--- config.mk ---
export PLATFORM = sky130hd
export DESIGN_NAME = spi_arbiter_flat
export DESIGN_NICKNAME = d
export VERILOG_FILES = /design/src/rtl/spi_pkg.sv /design/src/rtl/spi_arbiter_if.sv /design/src/rtl/rr_arbiter.sv /design/src/rtl/spi_arbiter.sv /design/src/flat_wrapper.sv
export SDC_FILE = /design/constraint.sdc
export NUM_CORES = 1
export LEC_CHECK = 0
export CORE_MARGIN = 5
export CORE_UTILIZATION = 42
export DETAILED_ROUTE_END_ITERATION = 10
export PLACE_DENSITY = 0.84
export SLEW_MARGIN = 20
export SYNTH_ARGS = -nofsm -noshare
export SYNTH_HDL_FRONTEND = slang
export SYNTH_SLANG_ARGS = --single-unit
--- constraint.sdc ---
create_clock -name clk -period 3.79 [get_ports clk]
set_clock_uncertainty 0.05 [all_clocks]
set_input_delay 0.758 -clock clk [delete_from_list [all_inputs] [get_ports clk]]
set_output_delay 0.758 -clock clk [all_outputs]
set_load 0.01 [all_outputs]
--- src/rtl/spi_pkg.sv ---
// spi_pkg
// Shared definitions for the SPI arbiter slice: transaction state encoding,
// the default SPI word width, the default chip-select active level and a
// helper that sizes counters from their largest value.
package spi_pkg;

    localparam int   SPI_DATA_W    = 16;
    localparam logic CS_ACTIVE_LVL = 1'b0;

    typedef enum logic [1:0] {
        ST_IDLE  = 2'd0,
        ST_START = 2'd1,
        ST_WAIT  = 2'd2,
        ST_GAP   = 2'd3
    } arb_state_e;

    // Bits needed to hold values 0..max_val (never less than one bit).
    function automatic int cnt_width(input int max_val);
        return (max_val < 2) ? 1 : $clog2(max_val + 1);
    endfunction

endpackage

--- src/rtl/spi_arbiter_if.sv ---
// spi_arbiter_if
// Handshake link between the arbiter and the shared 16-bit SPI master.
//   start    : arbiter -> master start_transfer
//   tx_data  : arbiter -> master data_to_tx
//   rx_data  : master -> arbiter data_rx
//   busy     : master -> arbiter transfer_busy
//   done     : master -> arbiter transfer_done (level, one bit-clock long)
//   cs       : master -> arbiter chip-select to be routed to the owner
// Modport master is used by the arbiter, slave by the SPI master side.
interface spi_arbiter_if
    import spi_pkg::*;
#(
    parameter int DATA_W = SPI_DATA_W
) ();

    logic              start;
    logic [DATA_W-1:0] tx_data;
    logic [DATA_W-1:0] rx_data;
    logic              busy;
    logic              done;
    logic              cs;

    modport master (
        output start,
        output tx_data,
        input  rx_data,
        input  busy,
        input  done,
        input  cs
    );

    modport slave (
        input  start,
        input  tx_data,
        output rx_data,
        output busy,
        output done,
        output cs
    );

endinterface

--- src/rtl/rr_arbiter.sv ---
// rr_arbiter
// Combinational round-robin pick. Searches requesters starting just after
// the pointer and wrapping at N_REQ-1 -> 0; the first active request wins.
//   req   : per-requester request levels
//   ptr   : index of the most recently served requester
//   gnt   : one-hot winner (all zero when nothing is requested)
//   idx   : binary index of the winner
//   valid : at least one request is active
module rr_arbiter
    import spi_pkg::*;
#(
    parameter int N_REQ = 4,
    parameter int IDX_W = cnt_width(N_REQ - 1)
) (
    input  logic [N_REQ-1:0] req,
    input  logic [IDX_W-1:0] ptr,
    output logic [N_REQ-1:0] gnt,
    output logic [IDX_W-1:0] idx,
    output logic             valid
);

    logic [IDX_W-1:0] cand;

    always_comb begin
        gnt   = '0;
        idx   = '0;
        valid = 1'b0;
        cand  = '0;
        // The pointer itself is visited last, so a lone requester that was
        // just served can still win again.
        for (int k = 1; k <= N_REQ; k++) begin
            if (!valid) begin
                cand = IDX_W'((int'(ptr) + k) % N_REQ);
                if (req[cand]) begin
                    valid     = 1'b1;
                    idx       = cand;
                    gnt[cand] = 1'b1;
                end
            end
        end
    end

endmodule

--- src/rtl/spi_arbiter.sv ---
// spi_arbiter
// Round-robin scheduler sharing one SPI master between N_REQ requesters.
// It grants one requester at a time, drives the master start/data handshake,
// routes the master chip-select to the owner and returns the received word
// with a done pulse, or an err pulse if the transaction times out.
//   clk, reset : system clock, asynchronous active-low reset
//   req        : per-requester request levels
//   tx_data    : flattened TX words, slot i at [i*DATA_W +: DATA_W]
//   grant      : one-hot owner, high for the whole transaction
//   done, err  : one-cycle completion / timeout pulses to the owner
//   rx_data    : last received word, valid while any done bit is high
//   spi        : link to the SPI master (start, tx_data, rx_data, busy,
//                done, cs)
//   cs_out     : per-slave chip-selects
module spi_arbiter
    import spi_pkg::*;
#(
    parameter int   N_REQ      = 4,
    parameter int   DATA_W     = SPI_DATA_W,
    parameter int   GAP_CYCLES = 8,
    parameter int   TIMEOUT    = 1024,
    parameter logic CS_ACTIVE  = CS_ACTIVE_LVL
) (
    input  logic                    clk,
    input  logic                    reset,
    input  logic [N_REQ-1:0]        req,
    input  logic [N_REQ*DATA_W-1:0] tx_data,
    output logic [N_REQ-1:0]        grant,
    output logic [N_REQ-1:0]        done,
    output logic [N_REQ-1:0]        err,
    output logic [DATA_W-1:0]       rx_data,
    spi_arbiter_if.master           spi,
    output logic [N_REQ-1:0]        cs_out
);

    localparam int IDX_W   = cnt_width(N_REQ - 1);
    localparam int TIMER_W = cnt_width(TIMEOUT);
    localparam int GAP_W   = cnt_width(GAP_CYCLES);

    localparam logic [TIMER_W-1:0] TIMEOUT_VAL = TIMER_W'(TIMEOUT);
    localparam logic [GAP_W-1:0]   GAP_LAST    = GAP_W'((GAP_CYCLES > 0) ? GAP_CYCLES - 1 : 0);
    // With no gap requested a finished transaction returns straight to IDLE.
    localparam arb_state_e POST_TXN_STATE = (GAP_CYCLES == 0) ? ST_IDLE : ST_GAP;

    arb_state_e         state_q, state_d;
    logic [N_REQ-1:0]   grant_q, grant_d;
    logic [N_REQ-1:0]   done_q, done_d;
    logic [N_REQ-1:0]   err_q, err_d;
    logic               spi_start_q, spi_start_d;
    logic [DATA_W-1:0]  spi_tx_data_q, spi_tx_data_d;
    logic [DATA_W-1:0]  rx_data_q, rx_data_d;
    logic [IDX_W-1:0]   ptr_q, ptr_d;
    logic [TIMER_W-1:0] timer_q, timer_d;
    logic [GAP_W-1:0]   gap_cnt_q, gap_cnt_d;
    logic               spi_done_prev_q, spi_done_prev_d;

    logic [N_REQ-1:0]   pick_gnt;
    logic [IDX_W-1:0]   pick_idx;
    logic               pick_valid;
    logic [DATA_W-1:0]  tx_sel;
    logic               done_rise;

    rr_arbiter #(
        .N_REQ (N_REQ),
        .IDX_W (IDX_W)
    ) u_rr (
        .req   (req),
        .ptr   (ptr_q),
        .gnt   (pick_gnt),
        .idx   (pick_idx),
        .valid (pick_valid)
    );

    // TX word of the requester about to be granted.
    always_comb begin
        tx_sel = '0;
        for (int i = 0; i < N_REQ; i++) begin
            if (pick_gnt[i]) begin
                tx_sel = tx_data[i*DATA_W +: DATA_W];
            end
        end
    end

    // transfer_done is a multi-cycle level, so only its 0->1 edge counts.
    assign done_rise = spi.done & ~spi_done_prev_q;

    always_comb begin
        state_d         = state_q;
        grant_d         = grant_q;
        done_d          = '0;
        err_d           = '0;
        spi_start_d     = spi_start_q;
        spi_tx_data_d   = spi_tx_data_q;
        rx_data_d       = rx_data_q;
        ptr_d           = ptr_q;
        timer_d         = timer_q;
        gap_cnt_d       = gap_cnt_q;
        spi_done_prev_d = spi.done;

        case (state_q)
            ST_IDLE: begin
                if (pick_valid) begin
                    grant_d       = pick_gnt;
                    spi_start_d   = 1'b1;
                    spi_tx_data_d = tx_sel;
                    ptr_d         = pick_idx;
                    timer_d       = '0;
                    state_d       = ST_START;
                end
            end

            ST_START: begin
                if (timer_q == TIMEOUT_VAL) begin
                    spi_start_d = 1'b0;
                    err_d       = grant_q;
                    grant_d     = '0;
                    gap_cnt_d   = '0;
                    state_d     = POST_TXN_STATE;
                end else begin
                    timer_d = timer_q + TIMER_W'(1);
                    // Start is held until the master shows it has taken it.
                    if (spi.busy) begin
                        spi_start_d = 1'b0;
                        state_d     = ST_WAIT;
                    end
                end
            end

            ST_WAIT: begin
                // A completion edge beats a timeout landing on the same cycle.
                if (done_rise) begin
                    rx_data_d = spi.rx_data;
                    done_d    = grant_q;
                    grant_d   = '0;
                    gap_cnt_d = '0;
                    state_d   = POST_TXN_STATE;
                end else if (timer_q == TIMEOUT_VAL) begin
                    spi_start_d = 1'b0;
                    err_d       = grant_q;
                    grant_d     = '0;
                    gap_cnt_d   = '0;
                    state_d     = POST_TXN_STATE;
                end else begin
                    timer_d = timer_q + TIMER_W'(1);
                end
            end

            ST_GAP: begin
                if (gap_cnt_q == GAP_LAST) begin
                    state_d = ST_IDLE;
                end else begin
                    gap_cnt_d = gap_cnt_q + GAP_W'(1);
                end
            end

            default: begin
                state_d = ST_IDLE;
            end
        endcase
    end

    // Reset aborts any transaction outright; no done/err pulse is produced.
    always_ff @(posedge clk or negedge reset) begin
        if (!reset) begin
            state_q         <= ST_IDLE;
            grant_q         <= '0;
            done_q          <= '0;
            err_q           <= '0;
            spi_start_q     <= 1'b0;
            spi_tx_data_q   <= '0;
            rx_data_q       <= '0;
            ptr_q           <= IDX_W'(N_REQ - 1);
            timer_q         <= '0;
            gap_cnt_q       <= '0;
            spi_done_prev_q <= 1'b0;
        end else begin
            state_q         <= state_d;
            grant_q         <= grant_d;
            done_q          <= done_d;
            err_q           <= err_d;
            spi_start_q     <= spi_start_d;
            spi_tx_data_q   <= spi_tx_data_d;
            rx_data_q       <= rx_data_d;
            ptr_q           <= ptr_d;
            timer_q         <= timer_d;
            gap_cnt_q       <= gap_cnt_d;
            spi_done_prev_q <= spi_done_prev_d;
        end
    end

    // Only the owner sees the master's chip-select; everyone else idles.
    always_comb begin
        cs_out = {N_REQ{~CS_ACTIVE}};
        for (int j = 0; j < N_REQ; j++) begin
            if (grant_q[j]) begin
                cs_out[j] = spi.cs;
            end
        end
    end

    assign grant       = grant_q;
    assign done        = done_q;
    assign err         = err_q;
    assign rx_data     = rx_data_q;
    assign spi.start   = spi_start_q;
    assign spi.tx_data = spi_tx_data_q;

endmodule

--- src/flat_wrapper.sv ---
// flat-port wrapper written by rule: the top's interface ports become plain ports
module spi_arbiter_flat import spi_pkg::*;
#(
    parameter int   N_REQ      = 4,
    parameter int   DATA_W     = SPI_DATA_W,
    parameter int   GAP_CYCLES = 8,
    parameter int   TIMEOUT    = 1024,
    parameter logic CS_ACTIVE  = CS_ACTIVE_LVL
)
  (clk, reset, req, tx_data, grant, done, err, rx_data, cs_out, spi_start, spi_tx_data, spi_rx_data, spi_busy, spi_done, spi_cs);
  spi_arbiter_if #(.DATA_W(DATA_W)) spi_i ();
  input  logic clk;
  input  logic reset;
  input  logic [N_REQ-1:0] req;
  input  logic [N_REQ*DATA_W-1:0] tx_data;
  output logic [N_REQ-1:0] grant;
  output logic [N_REQ-1:0] done;
  output logic [N_REQ-1:0] err;
  output logic [DATA_W-1:0] rx_data;
  output logic [N_REQ-1:0] cs_out;
  output wire logic [$bits(spi_i.start)-1:0] spi_start;
  output wire logic [$bits(spi_i.tx_data)-1:0] spi_tx_data;
  input wire logic [$bits(spi_i.rx_data)-1:0] spi_rx_data;
  input wire logic [$bits(spi_i.busy)-1:0] spi_busy;
  input wire logic [$bits(spi_i.done)-1:0] spi_done;
  input wire logic [$bits(spi_i.cs)-1:0] spi_cs;
  assign spi_start = spi_i.start;
  assign spi_tx_data = spi_i.tx_data;
  assign spi_i.rx_data = spi_rx_data;
  assign spi_i.busy = spi_busy;
  assign spi_i.done = spi_done;
  assign spi_i.cs = spi_cs;
  spi_arbiter #(.N_REQ(N_REQ), .DATA_W(DATA_W), .GAP_CYCLES(GAP_CYCLES), .TIMEOUT(TIMEOUT), .CS_ACTIVE(CS_ACTIVE)) u_core (.clk(clk), .reset(reset), .req(req), .tx_data(tx_data), .grant(grant), .done(done), .err(err), .rx_data(rx_data), .spi(spi_i), .cs_out(cs_out));
endmodule
* Word level (Yosys, flattened, before mapping)
Index checks and enable logic that the tools add are counted.
** Storage, ports and cells
- Register bits after elaboration :: 65
- Input port bits :: 89
- Output and inout port bits :: 49
- Logic and storage cells :: 131
** Cells by class
- $add $sub $neg :: 6
- Magnitude comparators :: 8
- Equal/unequal tests :: 12
- Multiplexer cells :: 75
- Bitwise operators :: 5
- Reductions and logical operators :: 14
** Operators with widths (number)
- 2-to-1 mux 4 bit :: 17
- 2-to-1 mux 16 bit :: 4
- 2-to-1 mux 11 bit :: 3
- one-hot mux 11 bit (3 select lines) :: 1
- 2-to-1 mux 2 bit :: 13
- 2-to-1 mux 1 bit :: 24
- one-hot mux 4 bit (3 select lines) :: 2
- < comparator 2 x 3 -> 1 bit (second input constant) :: 4
- OR 4 bit :: 3
- adder 11 x 1 -> 11 bit (second input constant) :: 1
- == test 11 bit (second input constant) :: 1
- binary-select mux 1 bit (select 2 bit) :: 4
- demux 1 bit (select 2 bit) :: 4
- >= comparator 2 x 1 -> 1 bit (second input constant) :: 4
- one-hot mux 2 bit (4 select lines) :: 1
- one-hot mux 4 bit (2 select lines) :: 1
- AND reduction 2 bit :: 4
- inequality test 2 x 1 -> 1 bit (second input constant) :: 3
- nonzero test 3 bit :: 2
- AND reduction 5 bit :: 1
- adder 2 x 1 -> 2 bit (second input constant) :: 2
- adder 2 bit (second input constant) :: 2
- adder 4 x 1 -> 4 bit (second input constant) :: 1
- == test 2 bit (second input constant) :: 2
- 12 further kinds :: 16

* Logic depth before layout (Yosys ltp)
- Depth after elaboration :: 19
- Gate-level depth with buffers :: 12
- Gate-level depth less buffers :: 8

* By module
Synthesis repeated with hierarchy kept, for this count alone.
** Second synthesis, totals
- Cell total of the unflattened synthesis :: 431
- Area, all modules :: 3995.1 um^2
** By module, submodules not included
- spi_arbiter :: times used 1, cells each 357, area an instance 3359.5 um^2, seq. area each 1629.1 um^2
- rr_arbiter :: times used 1, cells each 74, area an instance 635.6 um^2, seq. area each 0.0 um^2

* Least setup slack after synthesis
Ideal clock, no wire load.
- Kind :: reg-to-reg
- Start point :: reg u_core.ptr_q[0]
- End point :: reg u_core.spi_tx_data_q[10], in the netlist u_core.spi.tx_data[10]
- Library setup time :: 136 ps
- Arrival time :: 2973 ps
- Data required time :: 3604 ps
- Setup slack :: 631 ps
- Stages on the path, launching flop included :: 13
- Buffers on the path :: 4
- Period minus slack after synthesis :: 3159 ps
- Cell sequence :: dfstp_2 -> buf_6 -> inv_1 -> ha_1 -> mux4_1 -> buf_2 -> a21oi_2 -> a21oi_2 -> or2_1 -> buf_4 -> buf_6 -> a221oi_1 -> a22oi_2
** Between the ends
- Cells in the longest elaborated chain, start to end :: 19
- Elaborated cells between the ends (all ways) :: 54
- Those cells by class :: add/sub (4); order compare (8); mux (34); bitwise (3); reduce/logical (5)
** RTL lines
- start, declared :: line spi_arbiter.sv:52 : logic [IDX_W-1:0] ptr_q, ptr_d;
- start signal, assigned :: line spi_arbiter.sv:172 : ptr_q <= IDX_W'(N_REQ - 1);
- start signal, assigned :: line spi_arbiter.sv:184 : ptr_q <= ptr_d;
- adder 2 x 1 -> 2 bit :: line rr_arbiter.sv:33 : cand = IDX_W'((int'(ptr) + k) % N_REQ);
- < comparator 2 x 3 -> 1 bit (implied by the code) / >= comparator 2 x 1 -> 1 bit (equally long branches) :: line rr_arbiter.sv:37 : gnt[cand] = 1'b1;
- logical AND 1 bit (implied by the code) :: line rr_arbiter.sv:37
- 2-to-1 mux 1 bit (implied by the code) :: line rr_arbiter.sv:37
- demux 1 bit (select 2 bit) :: line rr_arbiter.sv:37
- 2-to-1 mux 4 bit :: line rr_arbiter.sv:34 : if (req[cand]) begin
- OR 4 bit (no line)
- 2-to-1 mux 4 bit :: line rr_arbiter.sv:34
- 2-to-1 mux 4 bit :: line rr_arbiter.sv:32 : if (!valid) begin
- OR 4 bit (no line)
- 2-to-1 mux 4 bit :: line rr_arbiter.sv:34
- 2-to-1 mux 4 bit :: line rr_arbiter.sv:32
- OR 4 bit (no line)
- 2-to-1 mux 4 bit :: line rr_arbiter.sv:34
- 2-to-1 mux 4 bit :: line rr_arbiter.sv:32
- 2-to-1 mux 16 bit (4 in a row) :: line spi_arbiter.sv:78 : if (pick_gnt[i]) begin
- end signal, assigned :: line spi_arbiter.sv:182 : spi_tx_data_q <= spi_tx_data_d;
- end, declared :: line spi_arbiter.sv:50 : logic [DATA_W-1:0] spi_tx_data_q, spi_tx_data_d;
Parallel ways exist; a longest one is shown, timed or not. The select of a mux whose other input is x is not followed.
A chain may end at the register's enable or synchronous reset.

* Final worst setup path
- Start point :: reg u_core.ptr_q[0]
- End point :: reg u_core.spi_tx_data_q[11], in the netlist u_core.spi.tx_data[11]
Same word-level chain as after synthesis.

==> run metrics <==
run status=finished clean; Yosys top cell area share=38.8%; vias after detailed routing=3,644; share of layout cells above drive strength 1=16.5%; CP required=3.95 ns; Fillers=769; fin nets=634; cell taking the most area after synthesis=dfrtp_1; Area Overhead vs Synth=41.7%; Arrival @ worst endpoint=3.70 ns; setup TNS=0 ns; Critical Path Stages=8; number of synthesized flops with an enable pin=0; total track usage=19.7%; Synth Instances=392; max-slew violation count=0; post-layout min period=3.54 ns; worst hold slack=0.384 ns; Initial DRC Count=300; CTS sink cnt=65; Die Span Y=108 um; critical path class=register to register; htree depth=3; Fmax=283 MHz; CTS tree=built; Worst Hold Class=input port to asynchronous set/reset pin; pwr dens=835 nW/um^2; Top FF cell, synth=dfrtp_1; initial antenna violation count=0; fin util=61.7%; Worst slew margin=39.5%; crit-path cells=inv_1 -> ha_1 -> mux4_1 -> a21oi_1 -> a22o_1 -> nand4_2 -> a221oi_1 -> a22oi_2; global-route wire length before repair=18,400 um; sum of buffers and inverters on the critical path=1; Post-synth ARST share=100%; IO Port Bufs=137; RSZ-0062 raised after global routing=no; top post-synthesis cells by area=dfrtp_1 (39%), ha_1 (4.9%), mux2_2 (4.4%), nand2_1 (4.4%), a221oi_1 (3.9%); WL final=11,800 um; multi-input logic area=2220 um^2; Syn Std Cell Area=4060 um^2; CTS buffer count=9; Worst R2R Setup Slack=0.25 ns; fin crit share=93.4%; Resize count post-CTS=0; syn nets=497; register area share after synthesis=40.1%; critical path startpoint category=register; FF+latch count, synth=65; final hold vios=0; core area=9330 um^2; Starting Density=43.6%; family with the most delay on the worst path=compound AO/OA/AOI/OAI gates; final setup vio count=0; Crit path largest cell delay=0.73 ns; Setup Fix Bufs, Post-CTS=0; GPL Wtd Cong=0.825; Avg WL per Cell=17.8 um; die area=11,700 um^2; TritonRoute pass-1 iters=4; Top-Level Pins=138; antenna cell count=0; Max FO, Critical Path=16; YS warnings=0; # DRC=0; die span in x=108 um; Root Driver=clkbuf_8; Leak=2.37 nW; hold-fix buffer count after cts=0; clk_lat worst skew=0.33 ns; Syn Area/Cell=10.4 um^2; Storage cell area=1630 um^2; DP HPWL=8860 um; fin area=5760 um^2; DR vias/cell=5.50; CTS max path bufs=2; vias in the first global route=3,617; pin count of the biggest net entering global routing=37; row count=35; antenna viol nets, final=0; MaxCap Viol Count=0; DP Area=5510 um^2; Worst Setup End Kind=register; Max IR drop VDD=0.000402 V; post-synth cell types=59; clock-pin slew on the worst setup and hold paths=0.08 ns; slew of the pin with the lowest slew margin=0.904 ns; total grt overflow=0; crit path max-delay cell type=mux4_1; R2R depth=8
-- kinds of logic (layout without fill, tap and decap cells) --
group | Yosys count | in the layout | share of synthesized area (%)
mux | 21 | 21 | 6.68
xor+xnor | 2 | 2 | 0.431
buf+inv | 37 | 179 | 5.27
flops | 65 | 65 | 40.1
fa+ha+maj | 16 | 16 | 4.93
compound gates | 127 | 127 | 26.9
simple gates | 124 | 124 | 15.7
-- worst paths after layout --
kind,startpoint,endpoint
worst max register to register,u_core.ptr_q[0]$_DFFE_PN1P_,u_core.spi.tx_data[11]$_DFFE_PN0P_
min in group clk,u_core.spi.start$_DFFE_PN0P_,u_core.spi.start$_DFFE_PN0P_
worst min register to register,u_core.spi.start$_DFFE_PN0P_,u_core.spi.start$_DFFE_PN0P_
worst min-delay path,reset,u_core.spi.start$_DFFE_PN0P_
worst max-delay path,u_core.ptr_q[0]$_DFFE_PN1P_,u_core.spi.tx_data[11]$_DFFE_PN0P_
max in group asynchronous,reset,u_core.spi.tx_data[14]$_DFFE_PN0P_
-- metrics by stage --
stage                     instances  power [mW]  setup slack, ns
after floorplan                 392        3.26            0.631
after global placement          647        3.98            0.337
after detailed placement        647        4.10            0.215
after CTS                       663        4.85            0.207
after global routing            663        5.14           0.0201
final                           663        4.81            0.252
-- cell type report --
class                           instances  area share (%)
Multi-Input combinational cell        290            38.6
Inverter                               16            1.04
Timing Repair Buffer                  147            25.0
Clock inverter                          6            2.00
Clock buffer                           10            2.22
Tap cell                              129            2.80
Sequential cell                        65            28.3
-- state kept, by name, indices dropped and copies added (netlist names), 4 cells and up --
register / count
u_core.timer_q: 11
u_core.gap_cnt_q: 4
u_core.err: 4
u_core.grant: 4
u_core.done: 4
u_core.spi.tx_data: 16
u_core.rx_data: 16
-- synthesized netlist by cell type, types with 2 or more instances --
master          n
mux4_2          2
dlygate4sd1_1   2
or3_1           2
buf_1           2
a21oi_1        10
nor2b_1         6
buf_4           2
a22oi_2        10
and2_1          3
nand2b_1        8
dfrtp_1        63
nor4_1          2
dfstp_2         2
a22oi_1         6
mux2_2         16
buf_2           6
nand2_2        11
a221oi_1       18
nand3_1         5
a21o_1         20
o21ai_2         2
clkbuf_1        4
buf_6           3
nor3_1         11
nand3b_1        7
a22o_1         13
inv_1          16
nor2_1         11
mux2i_1         2
nand4_1         2
o21ai_0        20
nand2_1        48
o311ai_2        9
ha_1           16
o311ai_1        7
a21oi_2         2
-- where the power goes --
part / leakage (nW) / total [mW] / switching, mW / internal, mW
logic: 1.42 / 2.90 / 1.59 / 1.32
clock network: 0.117 / 0.727 / 0.286 / 0.441
registers: 0.830 / 1.18 / 0.220 / 0.956
-- layer usage --
| metal | track usage, % | share of wire, % | wire length [um] | up-vias |
|---|---|---|---|---|
| met4 | 5.32 | 0.58 | 68 | 0 |
| li1 | - | - | - | 1747 |
| met1 | 25.4 | 42 | 4920 | 1759 |
| met2 | 34.0 | 51 | 6030 | 130 |
| met3 | 3.82 | 6.4 | 751 | 8 |
| met5 | 0 | 0 | 0 | - |
-- worst register-to-register path, stage by stage, from the launching register on --
cell      delay (ns)
dfstp_2         0.72
inv_1           0.17
ha_1            0.38
mux4_1          0.73
a21oi_1         0.19
a22o_1          0.22
nand4_2         0.39
a221oi_1        0.44
a22oi_2         0.13
-- cells in the final DEF (no fill, tap or decap), types with 3 or more instances in the layout --
cell type,instances
a21o_1,20
a21oi_1,10
a221oi_1,18
a22o_1,13
a22oi_1,6
a22oi_2,10
and2_1,3
buf_4,10
bufinv_16,3
clkbuf_8,9
clkdlybuf4s50_1,136
dfrtp_1,63
ha_1,16
inv_1,16
mux2_2,16
nand2_1,48
nand2_2,11
nand2b_1,8
nand3_1,5
nand3b_1,7
nor2_1,11
nor2b_1,5
nor3_1,11
o21ai_0,20
o311ai_1,7
o311ai_2,9
No activity file was read; power rests on OpenSTA's default activity.
